<file path="config.mk">
export PLATFORM = sky130hd
export DESIGN_NAME = branch_resolve_queue
export DESIGN_NICKNAME = d
export VERILOG_FILES = /design/src/rtl/branch_resolve_queue_pkg.sv /design/src/rtl/branch_fifo.sv /design/src/rtl/branch_resolve_queue.sv
export SDC_FILE = /design/constraint.sdc
export NUM_CORES = 1
export LEC_CHECK = 0
export ABC_AREA = 0
export CELL_PAD_IN_SITES_DETAIL_PLACEMENT = 1
export CELL_PAD_IN_SITES_GLOBAL_PLACEMENT = 1
export CORE_ASPECT_RATIO = 0.6
export CORE_UTILIZATION = 41
export DETAILED_ROUTE_END_ITERATION = 8
export GPL_TIMING_DRIVEN = 0
export PLACE_DENSITY_LB_ADDON = 0.1
export SYNTH_ARGS = -nofsm -noshare
export SYNTH_HDL_FRONTEND = slang
export SYNTH_SLANG_ARGS = --single-unit
</file>
<file path="constraint.sdc">
create_clock -name clk -period 2.6 [get_ports clk]
set_input_delay 0.52 -clock clk [delete_from_list [all_inputs] [get_ports clk]]
set_output_delay 0.52 -clock clk [all_outputs]
set_load 0.1 [all_outputs]
</file>
<file path="src/rtl/branch_resolve_queue_pkg.sv">
`default_nettype none
// ============================================================================
//  Module      : branch_resolve_queue_pkg
//  Description : Shared branch-queue constants: address/predictor-ID widths,
//                default queue depth and the packed entry layout
//                {pred, pred_id, alt_pc}, alt_pc in the low bits.
//  Revision    : 1.0 - initial release
// ============================================================================
package branch_resolve_queue_pkg;

  localparam int BRQ_W_ADDR = 32;
  localparam int BRQ_W_BRID = 2;
  localparam int BRQ_DEPTH  = 4;

  // Entry field layout as a function of the widths in use.
  localparam int ENT_ALT_LSB = 0;

  function automatic int ent_id_lsb(input int w_addr);
    return w_addr;
  endfunction

  function automatic int ent_pred_bit(input int w_addr, input int w_brid);
    return w_addr + w_brid;
  endfunction

  function automatic int ent_width(input int w_addr, input int w_brid);
    return w_addr + w_brid + 1;
  endfunction

endpackage
`default_nettype wire

</file>
<file path="src/rtl/branch_fifo.sv">
`default_nettype none
// ============================================================================
//  Module      : branch_fifo
//  Description : Generic DEPTH x WIDTH register FIFO with clear, wrapping
//                pointers and a separate occupancy counter. The head entry is
//                presented combinationally on rdata.
//  Ports       : clk, reset (async active-low), clear, push, pop, wdata,
//                rdata (head entry), count (occupied entries)
//  Revision    : 1.0 - initial release
// ============================================================================
module branch_fifo #(
  parameter int DEPTH = 4,
  parameter int WIDTH = 8
) (
  input  logic                       clk,
  input  logic                       reset,
  input  logic                       clear,
  input  logic                       push,
  input  logic                       pop,
  input  logic [WIDTH-1:0]           wdata,
  output logic [WIDTH-1:0]           rdata,
  output logic [$clog2(DEPTH):0]     count
);

  localparam int AW = $clog2(DEPTH);
  localparam int CW = AW + 1;
  localparam logic [CW-1:0] C_DEPTH = CW'(DEPTH);

  logic [WIDTH-1:0] r_mem [DEPTH];
  logic [AW-1:0]    r_head;
  logic [AW-1:0]    r_tail;
  logic [CW-1:0]    r_count;
  logic             w_push;
  logic             w_pop;

  // Guard against overflow/underflow so the counter can never leave 0..DEPTH.
  assign w_push = push & (r_count != C_DEPTH);
  assign w_pop  = pop  & (r_count != '0);

  // Storage carries no reset; occupancy alone decides which slots are live.
  always_ff @(posedge clk) begin
    if (w_push && !clear) begin
      r_mem[r_tail] <= wdata;
    end
  end

  // DEPTH is a power of two, so pointer wrap is plain binary overflow.
  always_ff @(posedge clk or negedge reset) begin
    if (!reset) begin
      r_head  <= '0;
      r_tail  <= '0;
      r_count <= '0;
    end else if (clear) begin
      r_head  <= r_tail;
      r_count <= '0;
    end else begin
      if (w_push) r_tail <= r_tail + AW'(1);
      if (w_pop)  r_head <= r_head + AW'(1);
      if (w_push && !w_pop)      r_count <= r_count + CW'(1);
      else if (w_pop && !w_push) r_count <= r_count - CW'(1);
    end
  end

  assign rdata = r_mem[r_head];
  assign count = r_count;

endmodule
`default_nettype wire

</file>
<file path="src/rtl/branch_resolve_queue.sv">
`default_nettype none
// ============================================================================
//  Module      : branch_resolve_queue
//  Description : In-order queue of in-flight conditional branches between the
//                fetch-stage predictor and execute. Resolves oldest-first,
//                emits a one-cycle predictor update per resolve and, on a
//                mispredict, a registered flush with redirect PC.
//  Ports       : enq_*   - push from fetch (enq_rdy_o combinational)
//                res_*   - resolve of the oldest branch from execute
//                upd_*   - registered predictor update strobe and data
//                flush_o / redirect_pc_o - registered mispredict restart
//                count_o - occupancy, err_o - sticky resolve-while-empty
//  Revision    : 1.0 - initial release
// ============================================================================
module branch_resolve_queue
  import branch_resolve_queue_pkg::*;
#(
  parameter int W_ADDR = BRQ_W_ADDR,
  parameter int W_BRID = BRQ_W_BRID,
  parameter int DEPTH  = BRQ_DEPTH
) (
  input  logic                   clk,
  input  logic                   reset,
  input  logic                   enq_v_i,
  input  logic                   enq_pred_i,
  input  logic [W_BRID-1:0]      enq_pred_id_i,
  input  logic [W_ADDR-1:0]      enq_alt_pc_i,
  output logic                   enq_rdy_o,
  input  logic                   res_v_i,
  input  logic                   res_taken_i,
  input  logic [W_ADDR-1:0]      res_target_i,
  output logic                   upd_v_o,
  output logic                   upd_table_o,
  output logic                   upd_branch_o,
  output logic [W_BRID-1:0]      upd_pred_id_o,
  output logic                   flush_o,
  output logic [W_ADDR-1:0]      redirect_pc_o,
  output logic [$clog2(DEPTH):0] count_o,
  output logic                   err_o
);

  localparam int CW      = $clog2(DEPTH) + 1;
  localparam int ENT_W   = ent_width(W_ADDR, W_BRID);
  localparam int ID_LSB  = ent_id_lsb(W_ADDR);
  localparam int PRED_B  = ent_pred_bit(W_ADDR, W_BRID);
  localparam logic [CW-1:0] C_DEPTH = CW'(DEPTH);

  logic [ENT_W-1:0]  w_head;
  logic [ENT_W-1:0]  w_wdata;
  logic [CW-1:0]     w_count;
  logic              w_push;
  logic              w_res;
  logic              w_mis;
  logic              w_head_pred;
  logic [W_BRID-1:0] w_head_id;
  logic [W_ADDR-1:0] w_head_alt;

  assign w_wdata     = {enq_pred_i, enq_pred_id_i, enq_alt_pc_i};
  assign w_head_pred = w_head[PRED_B];
  assign w_head_id   = w_head[ID_LSB +: W_BRID];
  assign w_head_alt  = w_head[ENT_ALT_LSB +: W_ADDR];

  // Ready depends only on the registered count: a same-cycle pop never frees
  // a slot for the push in that cycle.
  assign enq_rdy_o = (w_count < C_DEPTH);
  assign w_push    = enq_v_i & enq_rdy_o;
  assign w_res     = res_v_i & (w_count != '0);
  assign w_mis     = w_res & (w_head_pred ^ res_taken_i);

  // A mispredict clears the whole queue; any push in that cycle is on the
  // wrong path and is dropped along with it.
  branch_fifo #(
    .DEPTH (DEPTH),
    .WIDTH (ENT_W)
  ) u_fifo (
    .clk   (clk),
    .reset (reset),
    .clear (w_mis),
    .push  (w_push & ~w_mis),
    .pop   (w_res & ~w_mis),
    .wdata (w_wdata),
    .rdata (w_head),
    .count (w_count)
  );

  assign count_o = w_count;

  // Strobes pulse for one cycle; data outputs keep their last value.
  always_ff @(posedge clk or negedge reset) begin
    if (!reset) begin
      upd_v_o       <= 1'b0;
      upd_table_o   <= 1'b0;
      upd_branch_o  <= 1'b0;
      upd_pred_id_o <= '0;
      flush_o       <= 1'b0;
      redirect_pc_o <= '0;
      err_o         <= 1'b0;
    end else begin
      upd_v_o <= w_res;
      flush_o <= w_mis;
      if (w_res) begin
        upd_table_o   <= w_head_pred;
        upd_branch_o  <= res_taken_i;
        upd_pred_id_o <= w_head_id;
      end
      if (w_mis) begin
        redirect_pc_o <= res_taken_i ? res_target_i : w_head_alt;
      end
      if (res_v_i && (w_count == '0)) begin
        err_o <= 1'b1;
      end
    end
  end

endmodule
`default_nettype wire

</file>
Word-level counts from Yosys, hierarchy flattened:

Memories as Yosys holds them, arrays and structs flattened.
Cells that the tools add are included.

* mux-type cells: 8
* add/subtract/negate cells: 4
* equality and inequality tests: 1
* $lt $le $gt $ge: 1
* bitwise operators: 9
* reduce and logical (&&, ||, !) cells: 12

Operator list (count)
* $mux 32: 1
* $mux 3: 3
* $and 1x1->1: 7
* $reduce_bool 3->1: 2
* $add 2x1->2 const B: 2
* $logic_and 1x1->1: 4
* $mux 2: 2
* $add 3x1->3 const B: 1
* $logic_not 1->1: 3
* $logic_not 3->1: 1
* $lt 3x3->1 const B: 1
* $ne 3x3->1 const B: 1
* $sub 3x1->3 const B: 1
* $mux 1: 2
* $reduce_and 2->1: 1
* $reduce_bool 2->1: 1
* $not 1->1: 1
* $xor 1x1->1: 1

* memory bits (writable): 140
* word-level logic and storage cells: 46
* bits in registers: 46
* output and inout bits: 43
* memories: 1
* input port bits: 72

Memory list
* u_fifo.r_mem: words 4, width 35, read ports 1, clocked after Yosys merged registers in 0, write ports 1, line branch_fifo.sv:29 `logic [WIDTH-1:0] r_mem [DEPTH];`

Depth between registers and ports, before layout:

Gate-level depths: netlist of the first run.

* depth in word-level cells: 11
* gate-level depth with buffers: 11
* gate-level depth less buffers: 9

Hierarchy:

From an unflattened synthesis of the first run, not the netlist that was laid out.

* cell total of the unflattened synthesis: 407
* area total of the unflattened synthesis: 7584.8 sq um

By module, submodules not included
* branch_fifo: seq. area each 4379.2 sq um, cells each 237, area each 5610.4 sq um, times used 1
* branch_resolve_queue: seq. area each 975.9 sq um, cells each 170, area each 1974.4 sq um, times used 1

Least setup slack after synthesis of the first run:

OpenSTA, ideal clock, no wires.

* kind: reg2reg
* start point: register u_fifo.r_count[2], in the netlist u_fifo.count[2]
* end point: memory u_fifo.r_mem[0][0] (netlist name), enable pin
* cell stages (with the launch flop): 4
* library setup time: 395 ps
* clock period less this slack: 3188 ps
* path slack: -588 ps
* data arrival time: 2793 ps
* cells stage by stage: dfrtp_1 inv_1 o211a_4 and2_1

RTL lines
* from (decl): line branch_fifo.sv:32 `logic [CW-1:0] r_count;`
* from (signal assigned): line branch_fifo.sv:59 `if (w_push && !w_pop) r_count <= r_count + CW'(1);`
* from (signal assigned): line branch_fifo.sv:60 `else if (w_pop && !w_push) r_count <= r_count - CW'(1);`
* $lt 3x3->1: line branch_resolve_queue.sv:65 `assign enq_rdy_o = (w_count < C_DEPTH);`
* named net enq_rdy_o: line branch_resolve_queue.sv:28 `output logic enq_rdy_o,`
* $and 1x1->1: line branch_resolve_queue.sv:66 `assign w_push = enq_v_i & enq_rdy_o;`
* $and 1x1->1: line branch_resolve_queue.sv:79 `.push (w_push & ~w_mis),`
* $and 1x1->1: line branch_fifo.sv:37 `assign w_push = push & (r_count != C_DEPTH);`
* $logic_and 1x1->1: line branch_fifo.sv:42 `if (w_push && !clear) begin`
* $mux 1: line branch_fifo.sv:42
* $mux 1 (not written as such): line branch_fifo.sv:43 `r_mem[r_tail] <= wdata;`
* to (decl): line branch_fifo.sv:29

The timed path passes the listed nets, and every way through them passes these cells.

Final worst setup path of the first run:

* start point: register redirect_pc_o[24]
* end point: output port redirect_pc_o[24]

RTL lines
* from (decl): line branch_resolve_queue.sv:37 `output logic [W_ADDR-1:0] redirect_pc_o,`
* from (signal assigned): line branch_resolve_queue.sv:107 `redirect_pc_o <= res_taken_i ? res_target_i : w_head_alt;`

No word-level cell between the ends.

==> summary.txt, run 1 <==
Worst setup path
  – Maximum fanout count along the critical path: 4
  – Endpoint required time on the critical path: 2.08 ns
  – Delay contributed by the slowest stage of the critical path: 1.17 ns
  – Register-to-Register Setup Slack: 0.11 ns
  – Setup crit end kind: output port
  – Cell class contributing the biggest share of worst-path delay: buffers and inverters
  – WS Path Type: reg2out
  – Startpoint of the worst register-to-register path: u_fifo.r_head[0]
  – Worst setup SP type: flop
  – Capturing point of the worst reg2reg path: u_fifo.count[2]
  – Buffers and inverters on the worst path: 1
  – Data arrival, critical path: 2.04 ns
  – R2R cell count: 9
  – Slowest cell on the critical path: sky130_fd_sc_hd__clkdlybuf4s50_1
  – Cells traversed along the worst timing path: clkdlybuf4s50_1

Synthesis
  – Main area contributors after synthesis: sky130_fd_sc_hd__edfxtp_1 52%, sky130_fd_sc_hd__dfrtp_1 14%, sky130_fd_sc_hd__mux4_2 9.8%
  – Cell type contributing the most total cell area after synthesis: sky130_fd_sc_hd__edfxtp_1
  – Number of distinct library cells after synthesis: 39
  – Async SR Flop Fraction: 24.7%
  – Net Count, Synth: 586
  – Flop and latch count out of synthesis: 186
  – Sequential-to-total area share from yosys stat: 66.7%
  – Area of the mapped netlist: 8030 um^2
  – Fraction of post-synthesis cell area in the top cell type by area: 52.4%
  – Post-synth EDFFs: 140
  – Yosys warning total: 0
  – Ys flop type: sky130_fd_sc_hd__edfxtp_1
  – Cell count after synthesis: 508
  – Mapped Avg Cell Area: 15.8 um^2

Cells and area
  – Area delta synth->final: 27.3%
  – Final layout net count: 724
  – Commonest cells after routing, fill and taps aside: 140 x sky130_fd_sc_hd__edfxtp_1, 97 x sky130_fd_sc_hd__clkdlybuf4s50_1, 42 x sky130_fd_sc_hd__dfrtp_1, 38 x sky130_fd_sc_hd__nor2_1, 35 x sky130_fd_sc_hd__mux4_2
  – Share of final-layout standard cells stronger than drive strength 1: 19.4%
  – Most common cell after layout, fill and taps aside: sky130_fd_sc_hd__edfxtp_1
  – N_diodes: 0
  – Total of fill cells in the finished design: 1824

Power and ir drop
  – Share of total power consumed by net switching: 45.6%
  – Leakage power: 3.58 nW
  – Net switching power: 6.46 mW
  – Internal Power: 7.70 mW
  – Power share of the combinational group: 50.1%
  – Portion of total power attributed to sequential cells: 31.4%
  – Clock group share of total power: 18.5%
  – Maximum ir drop on the vdd rail: 0.651 mV
  – Power density over the cells: 1390 nW/um^2
  – Overall Power: 14.2 mW

STA
  – Number of hold violations in the final report: 0
  – Transition time at the pin with the least slew margin: 1.05 ns
  – Total Neg Setup Slack: 0 ns
  – Slew headroom: 29.6%
  – Fraction of the cycle the final worst path needs: 98.6%
  – Setup-violating endpoint count in the final report: 0
  – Final setup skew: 0.0127 ns
  – Final Slew Violations: 0
  – Max Clk Rate: 390 MHz
  – Time the worst path needs with I/O delays and setup: 2.56 ns

CTS
  – Clock buffer count from CTS: 17
  – Root Driver: sky130_fd_sc_hd__clkbuf_16
  – Maximum clock insertion buffer count: 2
  – Insertion delay to the later sink of the worst-skew pair: 0.45 ns
  – # H-tree levels: 4
  – TritonCTS clock tree: built
  – Clock slew seen by the registers of the worst setup and hold paths: 0.07 ns
  – CTS sink count: 186

Floorplanning
  – Std-Cell Rows: 39
  – Area inside the core boundary: 19100 um^2
  – Effective utilization at floorplan: 42.1%
  – Die outline width: 183 um
  – Number of primary I/O pins: 115
  – Die span in y: 110 um
  – Floorplan die area: 20200 um^2

Flow run
  – Reported max-cap violation count: 0

Routing
  – Total Wirelength: 21.4 mm
  – Total vias in the final route: 5002
  – Routed Antenna Nets: 0
  – DRC viols: 0
  – Starting DRC count in detailed routing: 392
  – Routed length per instance: 23.2 um
  – Router iterations before antenna repair: 4
  – Vias per Instance: 5.41

Global routing
  – Gr ovfl total: 0
  – Maximum number of pins on one net before global-route repair: 36
  – Antenna violations before repair: 2
  – Via count of the first global-routing pass: 5447
  – Global Route Usage Sum: 22.8%
  – Wire length of the first global-routing pass: 32.8 mm

Place
  – Buffers added on ports: 113
  – HPWL after detailed placement: 14.1 mm
  – Routability cong.: 0.772

Run status
  – Outcome: finished, final reports clean

Worst hold path
  – Class of the tightest hold or removal check: in2async
logic make-up after synthesis:
family	after synthesis	synth area share, %
xor+xnor	7	0.857
simple gates	122	8.43
compound gates	104	9.80
mux	39	10.3
fa+ha+maj	6	1.03
buf+inv	44	2.82
flops	186	66.7
power groups by stage:
stage | Combinational [mW] | Sequential, mW | Clock (mW)
2_1_floorplan | 2.96 | 6.62 | 0
3_3_place_gp | 6.90 | 4.46 | 0
3_5_place_dp | 7.02 | 4.51 | 0
4_1_cts | 7.15 | 4.44 | 2.67
5_1_grt | 7.54 | 4.53 | 2.77
6_report | 7.10 | 4.44 | 2.62
what timing repair did:
action                                  4_1_cts  5_1_grt
hold buffers                                  0        0
endpoints found under the setup margin      144       72
resized for setup                             9       17
pin swaps                                     5        3
setup buffers                                 6        0
cloned                                        0        0
stage by stage:
stage / instances / setup slack (ns) / hold WS, ns / utilization (%) / area, um^2
after CTS: 925 / 0.00130 / 0.0860 / 53.3 / 10200
after global routing: 925 / -0.000195 / 0.121 / 53.6 / 10200
after detailed placement: 888 / -0.768 / 0.464 / 49.9 / 9520
after global placement: 887 / -1.04 / 0.458 / 49.8 / 9510
final: 925 / 0.0364 / 0.0864 / 53.6 / 10200
after floorplan: 508 / 0.00778 / 0.224 / - / 8050
layout make-up:
| class | instances | area, um^2 | area share, % |
|---|---|---|---|
| Clock buffer | 17 | 425 | 4.16 |
| Inverter | 6 | 28.8 | 0.282 |
| Buffer | 37 | 200 | 1.96 |
| Clock inverter | 15 | 155 | 1.52 |
| Multi-Input combinational cell | 278 | 2490 | 24.4 |
| Timing Repair Buffer | 120 | 1220 | 12.0 |
| Tap cell | 266 | 333 | 3.26 |
| Sequential cell | 186 | 5360 | 52.5 |
cells in the mapped netlist, types with 5 or more instances:
cell type                  number
sky130_fd_sc_hd__a211oi_1      22
sky130_fd_sc_hd__a211oi_2      10
sky130_fd_sc_hd__a21oi_1       33
sky130_fd_sc_hd__buf_2         10
sky130_fd_sc_hd__buf_6          5
sky130_fd_sc_hd__clkbuf_1      17
sky130_fd_sc_hd__dfrtp_1       46
sky130_fd_sc_hd__edfxtp_1     140
sky130_fd_sc_hd__ha_1           5
sky130_fd_sc_hd__inv_1          5
sky130_fd_sc_hd__mux4_2        35
sky130_fd_sc_hd__nand2_1       12
sky130_fd_sc_hd__nand3b_1      32
sky130_fd_sc_hd__nor2_1        38
sky130_fd_sc_hd__o22ai_1       22
sky130_fd_sc_hd__o22ai_2       10
sky130_fd_sc_hd__or2_1         32
flip-flops by register name, summed over array words and instances, names as in the netlist:
signal         flops
u_fifo.count       3
upd_branch_o       1
u_fifo.r_mem     140
upd_pred_id_o      2
flush_o            1
u_fifo.r_tail      2
upd_v_o            1
err_o              1
redirect_pc_o     32
u_fifo.r_head      2
upd_table_o        1
worst max-delay path by stage:
stage	endpoint	slack [ns]	from	cells after the start
floorplan	u_fifo.count[2]	0.008	u_fifo.count[2]	8
global placement	u_fifo.count[2]	-1.04	reset	1
detailed placement	u_fifo.count[2]	-0.77	res_v_i	12
CTS	redirect_pc_o[4]	0.001	redirect_pc_o[4]	1
global route	u_fifo.count[2]	-0.0002	u_fifo.r_head[0]	9
finish	redirect_pc_o[24]	0.04	redirect_pc_o[24]	1
layer usage:
layer | global-route usage [%] | vias to the layer above | routed length [um]
li1 | - | 2251 | -
met1 | 32.2 | 2585 | 9890
met2 | 34.8 | 149 | 10100
met3 | 5.88 | 15 | 1250
met4 | 7.08 | 2 | 159
met5 | 0 | - | 13
No activity file was read; power rests on OpenSTA's default activity.
==> run 2: changes to the inputs <==
SKIP_LAST_GASP = 1   (was default)
==> run 2 against run 1 <==
  * Sequential share of layout area about the same
  * Power grew 0.13%
  * Global-route usage unchanged
  * Non-clock buffer count stayed put
  * Register-to-register slack hardly changed
  * Largest cell class unchanged
  * Largest power group unchanged
  * Highest routed layer is now met4
==> summary.txt, run 2 (synthesized netlist as in run 1, its figures left out) <==
Cells and area
  – Final layout net count: 724 (unchanged)
  – N_diodes: 0 (unchanged)
  – Register bank with the most flops: u_fifo.r_mem
  – Commonest cells after routing, fill and taps aside: 140 x sky130_fd_sc_hd__edfxtp_1, 98 x sky130_fd_sc_hd__clkdlybuf4s50_1, 42 x sky130_fd_sc_hd__dfrtp_1, 38 x sky130_fd_sc_hd__nor2_1, 35 x sky130_fd_sc_hd__mux4_2
  – Most common cell after layout, fill and taps aside: sky130_fd_sc_hd__edfxtp_1
  – Area delta synth->final: 27.2% (about the same)
  – Non-filler instance count after layout: 925 (unchanged)
  – Max reg flops: 140 (unchanged)
  – Share of final-layout standard cells stronger than drive strength 1: 19.4% (unchanged)

Floorplanning
  – Floorplan die area: 20200 um^2 (unchanged)
  – Effective utilization at floorplan: 42.1% (unchanged)
  – Area inside the core boundary: 19100 um^2 (unchanged)
  – Std-Cell Rows: 39 (unchanged)
  – Die span in y: 110 um (unchanged)
  – Number of primary I/O pins: 115 (unchanged)
  – Die outline width: 183 um (unchanged)

CTS
  – Insertion delay to the later sink of the worst-skew pair: 0.45 ns (about the same)
  – Root Driver: sky130_fd_sc_hd__clkbuf_16
  – # H-tree levels: 4 (unchanged)
  – Maximum clock insertion buffer count: 2 (unchanged)
  – TritonCTS clock tree: built
  – Clock buffer count from CTS: 17 (unchanged)
  – Clock slew seen by the registers of the worst setup and hold paths: 0.07 ns (about the same)
  – CTS sink count: 186 (unchanged)

Worst setup path
  – WS Path Type: reg2out
  – Delay contributed by the slowest stage of the critical path: 1.17 ns (about the same)
  – Cell class contributing the biggest share of worst-path delay: buffers and inverters
  – Data arrival, critical path: 2.05 ns (about the same)
  – Register-to-Register Setup Slack: 0.11 ns (about the same)
  – Cells traversed along the worst timing path: clkdlybuf4s50_1
  – Slowest cell on the critical path: sky130_fd_sc_hd__clkdlybuf4s50_1
  – Maximum fanout count along the critical path: 4 (unchanged)
  – Worst setup SP type: flop
  – Setup crit end kind: output port
  – Startpoint of the worst register-to-register path: u_fifo.r_head[0]
  – R2R cell count: 5 (-4)
  – Capturing point of the worst reg2reg path: u_fifo.r_mem[2][29]
  – Endpoint required time on the critical path: 2.08 ns (about the same)
  – Buffers and inverters on the worst path: 1 (unchanged)

Run status
  – Outcome: finished, final reports clean

STA
  – Post-Route Hold Slack: 0.0873 ns (+0.000903 ns)
  – Max Clk Rate: 389 MHz (-0.20%)
  – Slew headroom: 29.4% (-0.26 points)
  – Unrepaired setup endpoints after global routing: true
  – Setup-violating endpoint count in the final report: 0 (unchanged)
  – Transition time at the pin with the least slew margin: 1.06 ns (+0.00386 ns)
  – Total Neg Setup Slack: 0 ns (unchanged)
  – Number of hold violations in the final report: 0 (unchanged)
  – Final setup skew: 0.0110 ns (-0.00179 ns)
  – Time the worst path needs with I/O delays and setup: 2.57 ns (+0.00520 ns)
  – Final Slew Violations: 0 (unchanged)
  – Post-route worst setup slack: 0.0312 ns (-0.00520 ns)
  – Fraction of the cycle the final worst path needs: 98.8% (+0.20 points)

Routing
  – Router iterations before antenna repair: 4 (unchanged)
  – Starting DRC count in detailed routing: 383 (-2.3%)
  – Total Wirelength: 21.5 mm (+0.35%)
  – Total vias in the final route: 5009 (+0.14%)
  – Routed Antenna Nets: 0 (unchanged)
  – Routed length per instance: 23.2 um (+0.35%)
  – DRC viols: 0 (unchanged)
  – Vias per Instance: 5.42 (+0.14%)

Global routing
  – Maximum number of pins on one net before global-route repair: 36 (unchanged)
  – Global Route Usage Sum: 22.8% (unchanged)
  – Antenna violations before repair: 1 (-1)
  – Via count of the first global-routing pass: 5447 (unchanged)
  – Wire length of the first global-routing pass: 32.8 mm (unchanged)
  – Gr ovfl total: 0 (unchanged)

Place
  – Routability cong.: 0.772 (unchanged)
  – HPWL after detailed placement: 14.1 mm (unchanged)
  – Buffers added on ports: 113 (unchanged)
  – Pre-CTS setup slack: -0.768 ns (unchanged)
  – Dpl cells: 888 (unchanged)

Flow run
  – Reported max-cap violation count: 0 (unchanged)

Power and ir drop
  – Leakage power: 3.57 nW (-0.31%)
  – Power density over the cells: 1390 nW/um^2 (+0.16%)
  – Maximum ir drop on the vdd rail: 0.652 mV (about the same)

Worst hold path
  – Class of the tightest hold or removal check: in2async
-- run 2: how the worst max path moves through the flow --
stage / start / slack (ns) / cells past startpoint / to
detailed placement: res_v_i / -0.77 / 12 / u_fifo.count[2]
finish: redirect_pc_o[24] / 0.03 / 1 / redirect_pc_o[24]
floorplan: u_fifo.count[2] / 0.008 / 8 / u_fifo.count[2]
global route: u_fifo.r_head[0] / -0.0002 / 9 / u_fifo.count[2]
CTS: redirect_pc_o[4] / 0.001 / 1 / redirect_pc_o[4]
global placement: reset / -1.04 / 1 / u_fifo.count[2]
-- run 2: cell type report --
cell class	instances	area [um^2]
Multi-Input combinational cell	278	2490
Buffer	37	200
Clock buffer	17	425
Timing Repair Buffer	120	1220
Inverter	6	28.8
Sequential cell	186	5360
Clock inverter	15	155
Fill cell	1826	8860
Tap cell	266	333
-- run 2: power by group --
| group | total, mW | switching [mW] | internal, mW |
|---|---|---|---|
| Sequential | 4.44 | 0.472 | 3.97 |
| Clock | 2.63 | 1.27 | 1.36 |
| Combinational | 7.12 | 4.74 | 2.37 |
-- run 2: per-stage QoR --
stage / power (mW) / util (%) / area, um^2
after floorplan: 9.58 / - / 8050
final: 14.2 / 53.5 / 10200
after detailed placement: 11.5 / 49.9 / 9520
after CTS: 14.3 / 53.3 / 10200
after global placement: 11.4 / 49.8 / 9510
after global routing: 14.8 / 53.5 / 10200
-- run 2: repair_timing --
| action | 4_1_cts | 5_1_grt |
|---|---|---|
| resized for setup | 9 | 16 |
| endpoints found under the setup margin | 144 | 72 |
| buffers inserted | 6 | 0 |
| pin swaps | 5 | 3 |
| hold buffers | 0 | 0 |
-- run 2: metal layers --
layer / global-route usage (%) / wire length (um)
met1: 32.2 / 10200
met2: 34.8 / 9900
met3: 5.88 / 1170
met4: 7.08 / 196
met5: 0 / 0
